<file path="src/rtl/qpsk_symbol_gen.sv">
// Framed QPSK impulse source: alternating preamble followed by a PRBS-9 payload.
// Emits one Gray-mapped +/-AMP symbol every SYM_DIV clocks and zeros in between.
module qpsk_symbol_gen #(
    parameter int SYM_DIV = 8,
    parameter int PRE_LEN = 16,
    parameter int PAY_LEN = 112,
    parameter int W       = 14,
    parameter int AMP     = 4096
) (
    input  logic                clock_5000,
    input  logic                reset,
    input  logic                enable,
    output logic signed [W-1:0] sym_i,
    output logic signed [W-1:0] sym_q,
    output logic                sym_strobe,
    output logic                frame_start,
    output logic                busy
);
    localparam int PH_W  = (SYM_DIV > 1) ? $clog2(SYM_DIV) : 1;
    localparam int CNT_W = 12;

    localparam logic [PH_W-1:0]     PH_LAST   = PH_W'(SYM_DIV - 1);
    localparam logic [CNT_W-1:0]    PRE_LAST  = CNT_W'(PRE_LEN - 1);
    localparam logic [CNT_W-1:0]    PAY_LAST  = CNT_W'(PAY_LEN - 1);
    localparam logic signed [W-1:0] POS_AMP   = W'(AMP);
    localparam logic signed [W-1:0] NEG_AMP   = -POS_AMP;
    localparam logic [8:0]          PRBS_SEED = 9'h1FF;

    typedef enum logic [1:0] {
        IDLE     = 2'd0,
        PREAMBLE = 2'd1,
        PAYLOAD  = 2'd2
    } state_t;

    function automatic logic [8:0] prbs_step(input logic [8:0] s);
        return {s[7:0], s[8] ^ s[4]};
    endfunction

    function automatic logic signed [W-1:0] map_bit(input logic b);
        return b ? NEG_AMP : POS_AMP;
    endfunction

    state_t              state_r;
    state_t              next_state_s;
    logic [PH_W-1:0]     phase_r;
    logic [CNT_W-1:0]    sym_cnt_r;
    logic [8:0]          prbs_r;
    logic [8:0]          prbs_one_s;
    logic [8:0]          prbs_two_s;
    logic                emit_s;
    logic                switch_s;
    logic signed [W-1:0] sym_i_s;
    logic signed [W-1:0] sym_q_s;
    logic                strobe_s;
    logic                frame_start_s;
    logic                busy_s;

    assign prbs_one_s = prbs_step(prbs_r);
    assign prbs_two_s = prbs_step(prbs_one_s);
    // A symbol goes out only while running, still enabled, at phase zero.
    assign emit_s     = (state_r != IDLE) && enable && (phase_r == '0);
    assign switch_s   = emit_s && (next_state_s != state_r);

    // State register.
    always_ff @(posedge clock_5000) begin
        if (reset) begin
            state_r <= IDLE;
        end else begin
            state_r <= next_state_s;
        end
    end

    // Next-state logic; dropping enable always returns to IDLE.
    always_comb begin
        next_state_s = state_r;
        case (state_r)
            IDLE: begin
                if (enable) next_state_s = PREAMBLE;
                else        next_state_s = IDLE;
            end
            PREAMBLE: begin
                if (!enable)                                     next_state_s = IDLE;
                else if (phase_r == '0 && sym_cnt_r == PRE_LAST) next_state_s = PAYLOAD;
                else                                             next_state_s = PREAMBLE;
            end
            PAYLOAD: begin
                if (!enable)                                     next_state_s = IDLE;
                else if (phase_r == '0 && sym_cnt_r == PAY_LAST) next_state_s = PREAMBLE;
                else                                             next_state_s = PAYLOAD;
            end
            default: next_state_s = IDLE;
        endcase
    end

    // Output decode, registered below so enable never reaches a port combinationally.
    always_comb begin
        sym_i_s       = '0;
        sym_q_s       = '0;
        strobe_s      = 1'b0;
        frame_start_s = 1'b0;
        busy_s        = (next_state_s != IDLE);
        if (emit_s) begin
            strobe_s = 1'b1;
            if (state_r == PREAMBLE) begin
                frame_start_s = (sym_cnt_r == '0);
                sym_i_s       = map_bit(sym_cnt_r[0]);
                sym_q_s       = map_bit(sym_cnt_r[0]);
            end else begin
                frame_start_s = 1'b0;
                sym_i_s       = map_bit(prbs_r[8]);
                sym_q_s       = map_bit(prbs_one_s[8]);
            end
        end else begin
            strobe_s      = 1'b0;
            frame_start_s = 1'b0;
        end
    end

    // Counters, scrambler and output registers.
    always_ff @(posedge clock_5000) begin
        if (reset) begin
            phase_r     <= '0;
            sym_cnt_r   <= '0;
            prbs_r      <= PRBS_SEED;
            sym_i       <= '0;
            sym_q       <= '0;
            sym_strobe  <= 1'b0;
            frame_start <= 1'b0;
            busy        <= 1'b0;
        end else begin
            sym_i       <= sym_i_s;
            sym_q       <= sym_q_s;
            sym_strobe  <= strobe_s;
            frame_start <= frame_start_s;
            busy        <= busy_s;
            if (state_r == IDLE || next_state_s == IDLE) begin
                phase_r   <= '0;
                sym_cnt_r <= '0;
                prbs_r    <= PRBS_SEED;
            end else begin
                phase_r <= (phase_r == PH_LAST) ? '0 : phase_r + 1'b1;
                if (switch_s)    sym_cnt_r <= '0;
                else if (emit_s) sym_cnt_r <= sym_cnt_r + 1'b1;
                else             sym_cnt_r <= sym_cnt_r;
                // Reseeding at each frame wrap makes every payload identical.
                if (switch_s && state_r == PAYLOAD)     prbs_r <= PRBS_SEED;
                else if (emit_s && state_r == PAYLOAD) prbs_r <= prbs_two_s;
                else                                    prbs_r <= prbs_r;
            end
        end
    end

endmodule

</file>
<file path="config.mk">
export PLATFORM = sky130hd
export DESIGN_NAME = qpsk_symbol_gen
export DESIGN_NICKNAME = d
export VERILOG_FILES = /design/src/rtl/qpsk_symbol_gen.sv
export SDC_FILE = /design/constraint.sdc
export NUM_CORES = 1
export LEC_CHECK = 0
export CAP_MARGIN = 0
export CORE_ASPECT_RATIO = 2
export CORE_MARGIN = 4
export CORE_UTILIZATION = 45
export CTS_CLUSTER_DIAMETER = 40
export DETAILED_ROUTE_END_ITERATION = 7
export HOLD_SLACK_MARGIN = 0.06
export PLACE_DENSITY = 0.71
export SLEW_MARGIN = 5
export SYNTH_ARGS = -nofsm -noshare
export SYNTH_HDL_FRONTEND = slang
export SYNTH_SLANG_ARGS = --single-unit
export TNS_END_PERCENT = 100
</file>
<file path="constraint.sdc">
create_clock -name clock_5000 -period 1.85 [get_ports clock_5000]
set_input_delay 0.2775 -clock clock_5000 [delete_from_list [all_inputs] [get_ports clock_5000]]
set_output_delay 0.2775 -clock clock_5000 [all_outputs]
set_load 0.02 [all_outputs]
</file>
==> results of run 1 <==
-- area by class of cell --
| cell class | instances | area (um^2) |
|---|---|---|
| inverter | 5 | 18.8 |
| multi-input combinational | 142 | 933 |
| fill | 285 | 1270 |
| sequential | 32 | 644 |
| tap | 32 | 40.0 |
| clock buffer | 5 | 68.8 |
| timing repair buffer | 47 | 375 |
| clock inverter | 3 | 23.8 |
-- repair_timing --
action / CTS / global route
gates cloned: 1 / 0
pin swaps: 2 / 7
gates resized for setup: 10 / 18
endpoints found under the setup margin: 22 / 24
buffers inserted: 4 / 0
-- sequential cells by signal, indices dropped and copies added, names as in the netlist --
register	cells
phase_r	3
busy	1
prbs_r	9
state_r	2
sym_strobe	1
sym_i	2
frame_start	1
sym_cnt_r	12
sym_q	1
-- worst paths after layout --
kind	slack, ns	endpoint	start	cells after the start
min reg2reg	0.47	prbs_r[7]	prbs_r[5]	2
max reg2reg	-0.12	sym_cnt_r[11]	sym_cnt_r[11]	5
min	0.47	prbs_r[7]	prbs_r[5]	2
max	-0.12	sym_cnt_r[11]	sym_cnt_r[11]	5
-- worst register-to-register path, cell delays in order, from the launching register on --
cell     delay [ns]
dfxtp_1        0.32
or4_4          0.54
or4_4          0.57
a21oi_2        0.18
or3_4          0.20
nor2_1         0.06
-- power by group --
group          switching, mW  total [mW]  internal [mW]
registers            0.00350       0.698          0.694
clock network          0.280       0.545          0.266
logic                 0.0852       0.124         0.0385
total                  0.368        1.37          0.998
-- routing by layer --
metal | wire length [um] | global-route usage | share of wire | up-vias
li1 | - | - | - | 686
met1 | 1330 | 0.140 | 0.35 | 665
met2 | 2180 | 0.312 | 0.57 | 45
met3 | 169 | 0.0488 | 0.045 | 12
met4 | 110 | 0.118 | 0.029 | 0
met5 | 0 | 0 | 0 | -
-- cell usage in the layout, fill, tap and decap left out, drive strengths merged, types with 2 or more instances in the layout --
cell type,count
a211oi,3
a21oi,10
buf,38
clkbuf,5
clkdlybuf4s50,9
clkinvlp,2
conb,24
dfxtp,32
ha,5
inv,5
nand2,23
nand2b,5
nand3,6
nand3b,2
nand4,3
nor2,19
nor3,3
nor3b,2
nor4,5
nor4b,2
o22ai,9
or4,2
xnor2,5
xor2,5
-- stage by stage --
stage	power, mW	utilization	setup WS (ns)	hold slack, ns
floorplan	0.824	-	-0.0808	0.350
global placement	0.822	0.545	-0.187	0.454
detailed placement	0.823	0.545	-0.223	0.462
CTS	1.37	0.591	-0.0787	0.480
global route	1.42	0.623	-0.177	0.497
finish	1.37	0.623	-0.124	0.471
-- cells by family (layout without fill, tap and decap cells) --
logic type,Yosys count,after routing,synth area share
DFF,32,32,0.405
xor gates and xnor gates,10,10,0.0554
and+or+nand+nor,77,78,0.251
adders and majority gates,5,5,0.0396
AOI/OAI and AO/OA,25,25,0.0997
buffers and inverters,35,60,0.147
other,1,24,0.00237
==> run summary, run 1 <==
Synth Register Bits: 32
Post-DRT Antenna Nets: 0
Sequential fraction of the synthesis area: 0.405
Most instantiated cells after synthesis: dfxtp_1 (32), buf_4 (25), nand2_1 (21)
CTS tree: done
Leak: 0.828 nW
Final setup violation count: 20
Hold Fails Final Rpt: 0
Most common cell in the synthesized netlist: dfxtp_1
Period utilization: 1.07
Synth cell types: 34
Slowest-stage cell, CP: or4_4
Placed Area: 1840 um^2
Number of iterations in the first detailed-routing pass: 4
Total number of H-tree levels: 2
Crit end category: flip-flop
Inst Count DP: 253
CP Launch Type: flip-flop
Worst path arrival time: 2.16 ns
Drt initial violations: 40
Hold WC Path Type: reg -> reg
Top Ports: 34
Status: finished with violations
Root Driver: clkbuf_8
Fin nets: 241
First-pass GRT wire length: 5750 um
Mapped Area: 1580 um^2
Gate Count Post-Synth: 185
Buf/Inv on CP: 0
Layout area overhead: 33.1%
Max cap viols: 0
Fmax: 507 MHz
Post-route insts no fill: 266
Power density cells: 649 nW/um^2
Port Buf Inserts: 9
Slowest Stage Delay on Critical Path: 0.57 ns
Delay-heaviest family, CP: simple AND/OR/NAND/NOR gates
Hpwl dp: 2660 um
Skew final: 0.00614 ns
DRC: 0
Skew-Pair Late Insertion Delay: 0.29 ns
Number of flops mapped to enable cells by yosys: 0
DR vias/cell: 5.29
Core footprint: 3380 um^2
Syn Area/Cell: 8.55 um^2
CTS Buf Count: 5
Die H: 91.8 um
Routed WL: 3790 um
Initial antenna violation count: 0
Ys flop type: dfxtp_1
GRT overflow: 0
Post-synth top area cell: dfxtp_1
Total GRT Usage: 0.166
Hold buffers post-CTS: 0
Initial core utilization: 0.468
CTS Buffer Depth: 2
Crit path cell chain: or4_4 > or4_4 > a21oi_2 > or3_4 > nor2_1
WL per Instance: 14.2 um
Crit path top cell by count: or4_4
CTS clk-pin slew, worst paths: 0.07 ns
Top cell type's share of synthesized area: 0.405
Vias after detailed routing: 1408
Gp weighted congestion: 0.925
Synth top area cells: dfxtp_1 (41%), buf_4 (12%), nand2_1 (5.0%)
Crit path kind: reg -> reg
Row Count: 30
Violated checks: negative setup slack
Non-Filler Cell Area, Final: 2100 um^2
RSZ-0062 raised after global routing: yes
Final Slew Violations: 0
Synth warnings: 0
Crit-path max FO: 8
Pin count of the biggest net entering global routing: 13
Post-synth ARST share: 0
CP required: 2.04 ns
# clock sinks: 32
Setup WS post-layout: -0.124 ns
Worst VDD drop: 0.655 mV
Die area: 4580 um^2
Minimum clock period: 1.97 ns
Final TNS setup: -1.43 ns
Share of layout cells above drive strength 1: 0.316
Vias in the first global route: 1357
ANT cells: 0
Width of the die: 49.9 um
(Power assumes the default switching activity.)
==> inputs of run 2 (changes only) <==
--- a/config.mk
+++ b/config.mk
@@ -9,7 +9,7 @@
 export CORE_ASPECT_RATIO = 2
 export CORE_MARGIN = 4
 export CORE_UTILIZATION = 45
-export CTS_CLUSTER_DIAMETER = 40
+export CTS_CLUSTER_DIAMETER = 80
 export DETAILED_ROUTE_END_ITERATION = 7
 export HOLD_SLACK_MARGIN = 0.06
 export PLACE_DENSITY = 0.71
==> results of run 2 <==
No change in the layout: final DEF, timing and power equal those of run 1.
